### src/rtl/fifo_write_arbiter_pkg.sv
// Shared types and helpers for the FIFO write-port arbiter.
package fifo_arb_pkg;

  typedef enum logic [0:0] {
    ARB_IDLE  = 1'b0,
    ARB_BURST = 1'b1
  } arb_state_t;

  // Index width for n items, never narrower than one bit.
  function automatic int id_width(input int n);
    int w;
    w = $clog2(n);
    return (w < 1) ? 1 : w;
  endfunction

endpackage

### src/rtl/fifo_write_arbiter_if.sv
// Producer-side handshake plus async_fifo write-port signals shared by the arbiter.
interface fifo_write_arbiter_if #(
  parameter int NUM_REQ    = 4,
  parameter int DATA_WIDTH = 11
);
  logic [NUM_REQ-1:0]            req_valid;
  logic [NUM_REQ*DATA_WIDTH-1:0] req_data;
  logic [NUM_REQ-1:0]            req_ready;
  logic [DATA_WIDTH-1:0]         fifo_wdata;
  logic                          fifo_wreq;
  logic                          fifo_wfull;

  // The arbiter owns ready and the FIFO write strobe/data.
  modport master (
    input  req_valid, req_data, fifo_wfull,
    output req_ready, fifo_wdata, fifo_wreq
  );

  // Producers and the FIFO model sit on this side.
  modport slave (
    output req_valid, req_data, fifo_wfull,
    input  req_ready, fifo_wdata, fifo_wreq
  );
endinterface

### src/rtl/fifo_write_arbiter_rr_pick.sv
// Combinational round-robin picker: first set request after last_i, wrapping.
module rr_pick
  import fifo_arb_pkg::*;
#(
  parameter  int NUM_REQ = 4,
  localparam int IDW     = id_width(NUM_REQ)
) (
  input  logic [NUM_REQ-1:0] req_i,
  input  logic [IDW-1:0]     last_i,
  output logic               found_o,
  output logic [IDW-1:0]     next_o
);

  logic [IDW-1:0] idx;

  // Scan farthest-to-nearest so the nearest requester after last_i wins.
  always_comb begin
    // NOTE: every combinational output gets a default first so no path infers a latch.
    found_o = 1'b0;
    next_o  = '0;
    idx     = '0;
    for (int off = NUM_REQ; off >= 1; off--) begin
      idx = IDW'((int'(last_i) + off) % NUM_REQ);
      if (req_i[idx]) begin
        found_o = 1'b1;
        next_o  = idx;
      end
    end
  end

endmodule

### src/rtl/fifo_write_arbiter.sv
// Round-robin arbiter sharing one async_fifo write port among NUM_REQ producers.
// A grant is held for exactly BURST_LEN accepted words; one IDLE cycle arbitrates.
// Optional feature macro: ARB_STATS_EN adds stat_bursts (saturating completed-burst counters).
module fifo_write_arbiter
  import fifo_arb_pkg::*;
#(
  parameter  int NUM_REQ    = 4,
  parameter  int DATA_WIDTH = 11,
  parameter  int BURST_LEN  = 2,
  parameter  int CNT_WIDTH  = 16,
  localparam int IDW        = id_width(NUM_REQ),
  localparam int BEAT_W     = id_width(BURST_LEN)
) (
  input  logic                          clk,
  input  logic                          wrst_n,
  fifo_write_arbiter_if.master          bus,
  output logic [IDW-1:0]                grant_id,
  output logic                          busy
`ifdef ARB_STATS_EN
  ,
  output logic [NUM_REQ*CNT_WIDTH-1:0]  stat_bursts
`endif
);

  localparam logic [BEAT_W-1:0] LAST_BEAT = BEAT_W'(BURST_LEN - 1);

  arb_state_t      state_q, state_d;
  logic [IDW-1:0]  grant_q, grant_d;
  logic [IDW-1:0]  last_q, last_d;
  logic [BEAT_W-1:0] beat_q, beat_d;
  logic            pick_found;
  logic [IDW-1:0]  pick_idx;
  logic            wreq;

  rr_pick #(.NUM_REQ(NUM_REQ)) u_pick (
    .req_i   (bus.req_valid),
    .last_i  (last_q),
    .found_o (pick_found),
    .next_o  (pick_idx)
  );

  // Next-state and handshake outputs; nothing transfers while IDLE or in reset.
  always_comb begin
    state_d = state_q;
    grant_d = grant_q;
    last_d  = last_q;
    beat_d  = beat_q;
    wreq    = 1'b0;
    bus.req_ready = '0;
    unique case (state_q)
      ARB_IDLE: begin
        if (pick_found) begin
          grant_d = pick_idx;
          beat_d  = '0;
          state_d = ARB_BURST;
        end
      end
      ARB_BURST: begin
        wreq = wrst_n & bus.req_valid[grant_q] & ~bus.fifo_wfull;
        bus.req_ready[grant_q] = wreq;
        if (wreq) begin
          if (beat_q == LAST_BEAT) begin
            last_d  = grant_q;
            beat_d  = '0;
            state_d = ARB_IDLE;
          end else begin
            beat_d = beat_q + 1'b1;
          end
        end
      end
      default: state_d = ARB_IDLE;
    endcase
  end

  // State registers with synchronous active-low reset; producer 0 wins first after reset.
  always_ff @(posedge clk) begin
    // NOTE: sequential state uses non-blocking assignments so all registers update together.
    if (!wrst_n) begin
      state_q <= ARB_IDLE;
      grant_q <= '0;
      last_q  <= IDW'(NUM_REQ - 1);
      beat_q  <= '0;
    end else begin
      state_q <= state_d;
      grant_q <= grant_d;
      last_q  <= last_d;
      beat_q  <= beat_d;
    end
  end

  assign bus.fifo_wreq  = wreq;
  assign bus.fifo_wdata = bus.req_data[grant_q*DATA_WIDTH +: DATA_WIDTH];
  assign grant_id       = grant_q;
  assign busy           = (state_q == ARB_BURST);

`ifdef ARB_STATS_EN
  logic [CNT_WIDTH-1:0] cnt_q [NUM_REQ];
  logic                 burst_done;

  assign burst_done = wreq && (beat_q == LAST_BEAT);

  // Per-producer completed-burst counters, saturating at all-ones.
  always_ff @(posedge clk) begin
    if (!wrst_n) begin
      for (int i = 0; i < NUM_REQ; i++) cnt_q[i] <= '0;
    end else if (burst_done && (cnt_q[grant_q] != '1)) begin
      cnt_q[grant_q] <= cnt_q[grant_q] + 1'b1;
    end
  end

  // Flatten the counters onto the statistics port.
  always_comb begin
    stat_bursts = '0;
    for (int i = 0; i < NUM_REQ; i++) stat_bursts[i*CNT_WIDTH +: CNT_WIDTH] = cnt_q[i];
  end
`endif

endmodule

### src/flat_wrapper.sv
// flat-port wrapper written by rule: the top's interface ports become plain ports
module fifo_write_arbiter_flat import fifo_arb_pkg::*;
#(
  parameter  int NUM_REQ    = 4,
  parameter  int DATA_WIDTH = 11,
  parameter  int BURST_LEN  = 2,
  parameter  int CNT_WIDTH  = 16,
  localparam int IDW        = id_width(NUM_REQ),
  localparam int BEAT_W     = id_width(BURST_LEN)
)
  (clk, wrst_n, grant_id, busy, bus_req_valid, bus_req_data, bus_fifo_wfull, bus_req_ready, bus_fifo_wdata, bus_fifo_wreq);
  fifo_write_arbiter_if #(.NUM_REQ(NUM_REQ), .DATA_WIDTH(DATA_WIDTH)) bus_i ();
  input  logic clk;
  input  logic wrst_n;
  output logic [IDW-1:0] grant_id;
  output logic busy;
  input wire logic [$bits(bus_i.req_valid)-1:0] bus_req_valid;
  input wire logic [$bits(bus_i.req_data)-1:0] bus_req_data;
  input wire logic [$bits(bus_i.fifo_wfull)-1:0] bus_fifo_wfull;
  output wire logic [$bits(bus_i.req_ready)-1:0] bus_req_ready;
  output wire logic [$bits(bus_i.fifo_wdata)-1:0] bus_fifo_wdata;
  output wire logic [$bits(bus_i.fifo_wreq)-1:0] bus_fifo_wreq;
  assign bus_i.req_valid = bus_req_valid;
  assign bus_i.req_data = bus_req_data;
  assign bus_i.fifo_wfull = bus_fifo_wfull;
  assign bus_req_ready = bus_i.req_ready;
  assign bus_fifo_wdata = bus_i.fifo_wdata;
  assign bus_fifo_wreq = bus_i.fifo_wreq;
  fifo_write_arbiter #(.NUM_REQ(NUM_REQ), .DATA_WIDTH(DATA_WIDTH), .BURST_LEN(BURST_LEN), .CNT_WIDTH(CNT_WIDTH)) u_core (.clk(clk), .wrst_n(wrst_n), .bus(bus_i), .grant_id(grant_id), .busy(busy));
endmodule
### config.mk
export PLATFORM = sky130hd
export DESIGN_NAME = fifo_write_arbiter_flat
export DESIGN_NICKNAME = d
export VERILOG_FILES = /design/src/rtl/fifo_write_arbiter_pkg.sv /design/src/rtl/fifo_write_arbiter_if.sv /design/src/rtl/fifo_write_arbiter_rr_pick.sv /design/src/rtl/fifo_write_arbiter.sv /design/src/flat_wrapper.sv
export SDC_FILE = /design/constraint.sdc
export NUM_CORES = 1
export LEC_CHECK = 0
export ABC_CLOCK_PERIOD_IN_PS = 2900
export CORE_ASPECT_RATIO = 0.8
export CORE_MARGIN = 2
export CORE_UTILIZATION = 31
export DETAILED_ROUTE_END_ITERATION = 8
export PLACE_DENSITY_LB_ADDON = 0.12
export SLEW_MARGIN = 20
export SYNTH_ARGS = -nofsm -noshare
export SYNTH_HDL_FRONTEND = slang
export SYNTH_SLANG_ARGS = --single-unit
### constraint.sdc
create_clock -name clk -period 2.9 [get_ports clk]
set_clock_uncertainty 0.2 [all_clocks]
set_input_delay 0.29 -clock clk [delete_from_list [all_inputs] [get_ports clk]]
set_output_delay 0.29 -clock clk [all_outputs]
set_load 0.1 [all_outputs]
## Word-level counts from Yosys, hierarchy flattened

Cells that the tools add are included.

| word-level totals | value |
|---|---|
| register bits after elaboration | 6 |
| bits in latches | 0 |
| memory bits (writable) | 0 |
| ROM bits | 0 |
| input bits | 51 |
| output and inout port bits | 19 |
| logic and storage cells | 58 |
| memories kept | 0 |

| operators by class | value |
|---|---|
| add/sub/neg operators | 5 |
| $mul | 1 |
| div/mod/pow operators | 0 |
| order comparisons | 6 |
| equal/unequal tests | 2 |
| shift-type cells | 1 |
| mux-type cells | 30 |
| bitwise logic cells | 5 |
| reductions and logical operators | 4 |

Operators with widths:

| cell | number |
|---|---|
| 44-bit by 7-bit variable part select with 11-bit output | 1 |
| 1-bit two-way mux | 17 |
| 2-bit by 3-bit less-than comparator with 1-bit output (second input constant) | 5 |
| 1-bit binary-select mux with 2-bit select | 5 |
| 2-bit two-way mux | 4 |
| 2-bit by 4-bit multiplier with 6-bit output (second input constant) | 1 |
| 2-bit by 1-bit adder with 2-bit output (second input constant) | 2 |
| 2-bit adder (second input constant) | 2 |
| 4-bit AND | 1 |
| 4-bit two-way mux | 1 |
| 1-bit case mux with 2 select lines | 2 |
| 2-bit AND reduction | 2 |
| 3-bit AND reduction | 1 |
| 1-bit AND | 2 |
| 1-bit demux with 2-bit select | 1 |
| 2-bit by 1-bit >= comparator with 1-bit output (second input constant) | 1 |
| 2-bit by 1-bit inequality test with 1-bit output (second input constant) | 1 |
| 2-bit inequality test (second input constant) | 1 |
| 1-bit inverter | 2 |
| 1-bit adder (second input constant) | 1 |
| 1-bit logical AND | 1 |

## Depth between registers and ports, before layout

| logic depth | value |
|---|---|
| word-level depth | 9 |
| depth in mapped cells | 5 |
| gate-level depth less buffers | 4 |

## By module

Synthesis repeated with hierarchy kept, for this count alone.

| unflattened totals | value |
|---|---|
| cells, all modules | 63 |
| area, all modules | 750.7 µm² |

Modules (own cells, without submodules):

| module | instances | cells each | area an instance (µm²) |
|---|---|---|---|
| fifo_write_arbiter | 1 | 49 | 659.4 |
| rr_pick | 1 | 14 | 91.3 |

## Worst setup path after synthesis

No wires, ideal clock.

| timing path | value |
|---|---|
| path kind | register to output |
| start point | reg u_core.grant_q[0] (netlist: u_core.grant_id[0]) |
| end point | out bus_req_ready[1] |
| arrival time | 4.342 ns |
| slack | -1.932 ns |
| stages on the path, launching flop included | 5 |
| cell sequence | dfxtp_1 -> buf_6 -> buf_2 -> nand2_1 -> nor4_1 |

| on the way | value |
|---|---|
| word-level cells in the longest chain between the ends | 6 |
| elaborated cells on any way between the ends | 11 |
| those cells by class | 2 x order compare; 5 x mux; 3 x bitwise; 1 x reduce/logical |

Ends and longest elaborated chain:

| item | RTL line | source |
|---|---|---|
| start: declaration | fifo_write_arbiter.sv:28 | `logic [IDW-1:0] grant_q, grant_d;` |
| start signal: assignment | fifo_write_arbiter.sv:85 | `grant_q <= grant_d;` |
| 2-bit by 3-bit less-than comparator with 1-bit output (implied by the code), or another cell as far along | fifo_write_arbiter.sv:60 | `bus.req_ready[grant_q] = wreq;` |
| 1-bit logical AND (implied by the code) or 1-bit two-way mux (tied branches) | fifo_write_arbiter.sv:60, fifo_write_arbiter.sv:59 |  |
| 1-bit two-way mux (implied by the code) or 1-bit AND (tied branches) | fifo_write_arbiter.sv:60, fifo_write_arbiter.sv:59 |  |
| 1-bit demux with 2-bit select or 1-bit AND (tied branches) | n/a |  |
| 4-bit AND (no source line) (*) | n/a |  |
| 4-bit two-way mux (*) | fifo_write_arbiter.sv:50 | `unique case (state_q)` |
| end: declaration | flat_wrapper.sv:20 | `output wire logic [$bits(bus_i.req_ready)-1:0] bus_req_ready;` |

Mark *: on every way between the ends. The rest lies on a longest branch, timed or not. The select of a mux whose other input is x is not followed.

## Worst setup path in the final report

| timing path | value |
|---|---|
| start point | reg u_core.grant_q[0] (netlist: u_core.grant_id[0]) |
| end point | out bus_req_ready[3] |

Same word-level chain as after synthesis.

==> flow_metrics.py <==
metrics = {
    "timing": {
        "fin_crit_sh_pct": 88.2,
        "fin_setup_tns_ns": 0,
        "finalHoldViolCount": 0,
        "slew-limit-headroom_pct": 71.5,
        "worstMarginPinSlew_ns": 0.423,
        "setup_ws_ns": 0.343,
        "finalSetupViolCount": 0,
        "fin_crit_ns": 2.56,
        "rsz0062_at_grt": "no",
        "fmax_ghz": 0.391,
        "drv_slew": 0,
    },
    "hold_path": {
        "worstHoldPathType": "register to register",
    },
    "critical_path": {
        "cp_max_fo": 19,
        "cpPeakStageDelay_ns": 0.56,
        "critPathBufInv": 2,
        "crit_arrival_ns": 2.07,
        "end_kind": "output port",
        "crit_chain": "mux4_2 -> nor3b_4 -> buf_4 -> and3_2 -> buf_12",
        "cp-start-kind": "register",
        "cpLargestDelayFamily": "multiplexers",
        "crit_type": "register to output port",
        "crit_path_top_delay_cell": "mux4_2",
        "worstPathRequired_ns": 2.41,
    },
    "cts": {
        "root_buffer": "clkbuf_4",
        "insertion_delay_ns": 0.24,
        "cts_tree": "yes",
        "numCtsBuffers": 3,
        "cts_resized": 0,
        "max-clock-path-buffers": 2,
        "cts_hold_buf": 0,
        "cts_max_level": 1,
        "post-cts-setup-buffers": 0,
        "cts.clk_slew.worst_paths_ns": 0.05,
        "clock-sinks": 6,
    },
    "drt": {
        "drc": 0,
        "vias_per_cell": 5.11,
        "totalWireLength_um": 2320,
        "num_vias": 797,
        "drt-initial-drc-count": 8,
        "drtPass1Iterations": 4,
        "ant_nets": 0,
        "wl_per_cell_um": 14.8,
    },
    "global_routing": {
        "overflow": 0,
        "grt_pass1_wl_um": 3620,
        "grt_pass1_vias": 734,
        "grt_max_degree": 20,
        "grt_usage_pct": 18.8,
        "grt_antenna_before_repair": 0,
    },
    "yosys": {
        "syn-num-nets": 112,
        "synth_area_leader_cell": "mux4_1",
        "yosysSeqAreaShare_pct": 17.8,
        "synth-seq-cells": 6,
        "syn-instance-count": 61,
        "ys_warn_count": 0,
        "yosys-top-cells-area": "mux4_1, mux4_2, dfxtp_1, nand3_1, nand2b_1",
        "ys_types": 24,
        "synth_top_area_share_pct": 23.3,
        "syn_area_per_cell_um2": 11.1,
        "syn_area_um2": 676,
    },
    "placed_design": {
        "post-dp-hpwl_um": 1910,
        "place_ws_ns": 0.384,
        "globalplace.congestion": 0.726,
        "place.port_buffers": 69,
        "place_area_mm2": 0.00145,
    },
    "power_and_ir_drop": {
        "peakVddDrop_v": 0.000294,
        "p_per_area_mw_per_mm2": 356,
        "leakagePower_nw": 0.542,
        "finalPower_mw": 0.524,
    },
    "floorplanning": {
        "die_y_um": 45.8,
        "start_util_pct": 32.1,
        "die_width_um": 56.2,
        "rows": 15,
        "core_mm2": 0.00210,
        "io_pins": 70,
        "dieArea_mm2": 0.00257,
    },
    "final_layout": {
        "area_delta_synth_final_pct": 118,
        "drive_above_1_share_pct": 29.8,
        "layout.nets": 183,
        "design_area_mm2": 0.00147,
        "n_antenna_cell": 0,
        "n_fill_cell": 168,
        "final_common_cell": "clkdlybuf4s50_1",
        "layout_common_cells": "clkdlybuf4s50_1, buf_4, mux4_2, mux4_1, nand3_1",
    },
    "run_status": {
        "outcome": "complete, no violations",
    },
    "run": {
        "cap_viol_max_count": 0,
    },
}
## cell usage after synthesis, drive strengths merged
| cell | n |
|---|---|
| and3 | 1 |
| o211ai | 1 |
| buf | 4 |
| nor4 | 3 |
| mux4 | 12 |
| mux2i | 1 |
| nand3 | 6 |
| a21boi | 1 |
| a21bo | 2 |
| nand2 | 3 |
| inv | 1 |
| nand3b | 1 |
| nor2b | 1 |
| nor3b | 1 |
| dfxtp | 6 |
| and2 | 1 |
| a21oi | 2 |
| nor2 | 4 |
| o21ai | 5 |
| o22a | 1 |
| nand2b | 4 |
## flip-flops by register name, summed over array words and instances (netlist names)
name and cells:
u_core.last_q 2, u_core.beat_q 1, u_core.busy 1, u_core.grant_id 2
## cells by family (layout without fill, tap and decap cells)
kind of cell           count (synthesis)  after routing  synth area share [%]
muxes                                 13             13                  44.8
DFF                                    6              6                  17.8
and+or+nand+nor                       25             25                  21.5
buffers and inverters                  5             75                  4.26
AOI/OAI and AO/OA                     12             12                  11.7
## stage by stage
stage	util, %	hold slack, ns	instances
finish	70.0	0.367	156
floorplan	-	0.162	61
detailed placement	68.8	0.356	152
global placement	68.8	0.351	152
global route	70.0	0.398	156
CTS	70.0	0.369	156
## worst min-delay path: cells and delay by family, from the launching register on
family	cells	cell delay, ns
compound gates	1	0.07
flops	1	0.36
simple gates	1	0.10
## cell type report
type	instances	area (um^2)	share of cell area, %
Clock buffer	4	26.3	1.79
Multi-Input combinational cell	50	566	38.4
Sequential cell	6	131	8.93
Timing Repair Buffer	70	713	48.5
Tap cell	25	31.3	2.13
Inverter	1	3.75	0.255
## final timing paths
check | slack, ns | endpoint | depth (start not counted) | start
hold / removal | 0.37 | u_core.grant_id[0] | 2 | u_core.busy
setup reg to reg | 0.89 | u_core.beat_q | 5 | u_core.grant_id[0]
setup / recovery | 0.34 | bus_req_ready[3] | 5 | u_core.grant_id[0]
hold reg to reg | 0.37 | u_core.grant_id[0] | 2 | u_core.busy
## where the power goes
group	switching, mW	internal [mW]	leakage (nW)	total (mW)
clock	0.0293	0.0521	0.0150	0.0813
combinational	0.210	0.130	0.476	0.339
sequential	0.0175	0.0863	0.0510	0.104
## metal layers
layer  global-route usage, %  wire, um  vias up  part of all wire [%]
met5                       0         0        -                     0
met4                    7.14         0        0                     0
met3                    3.98       135        0                   5.8
met2                    32.0      1150       34                    50
met1                    23.9      1030      374                    44
li1                        -         -      389                     -
No activity file was read; power rests on OpenSTA's default activity.
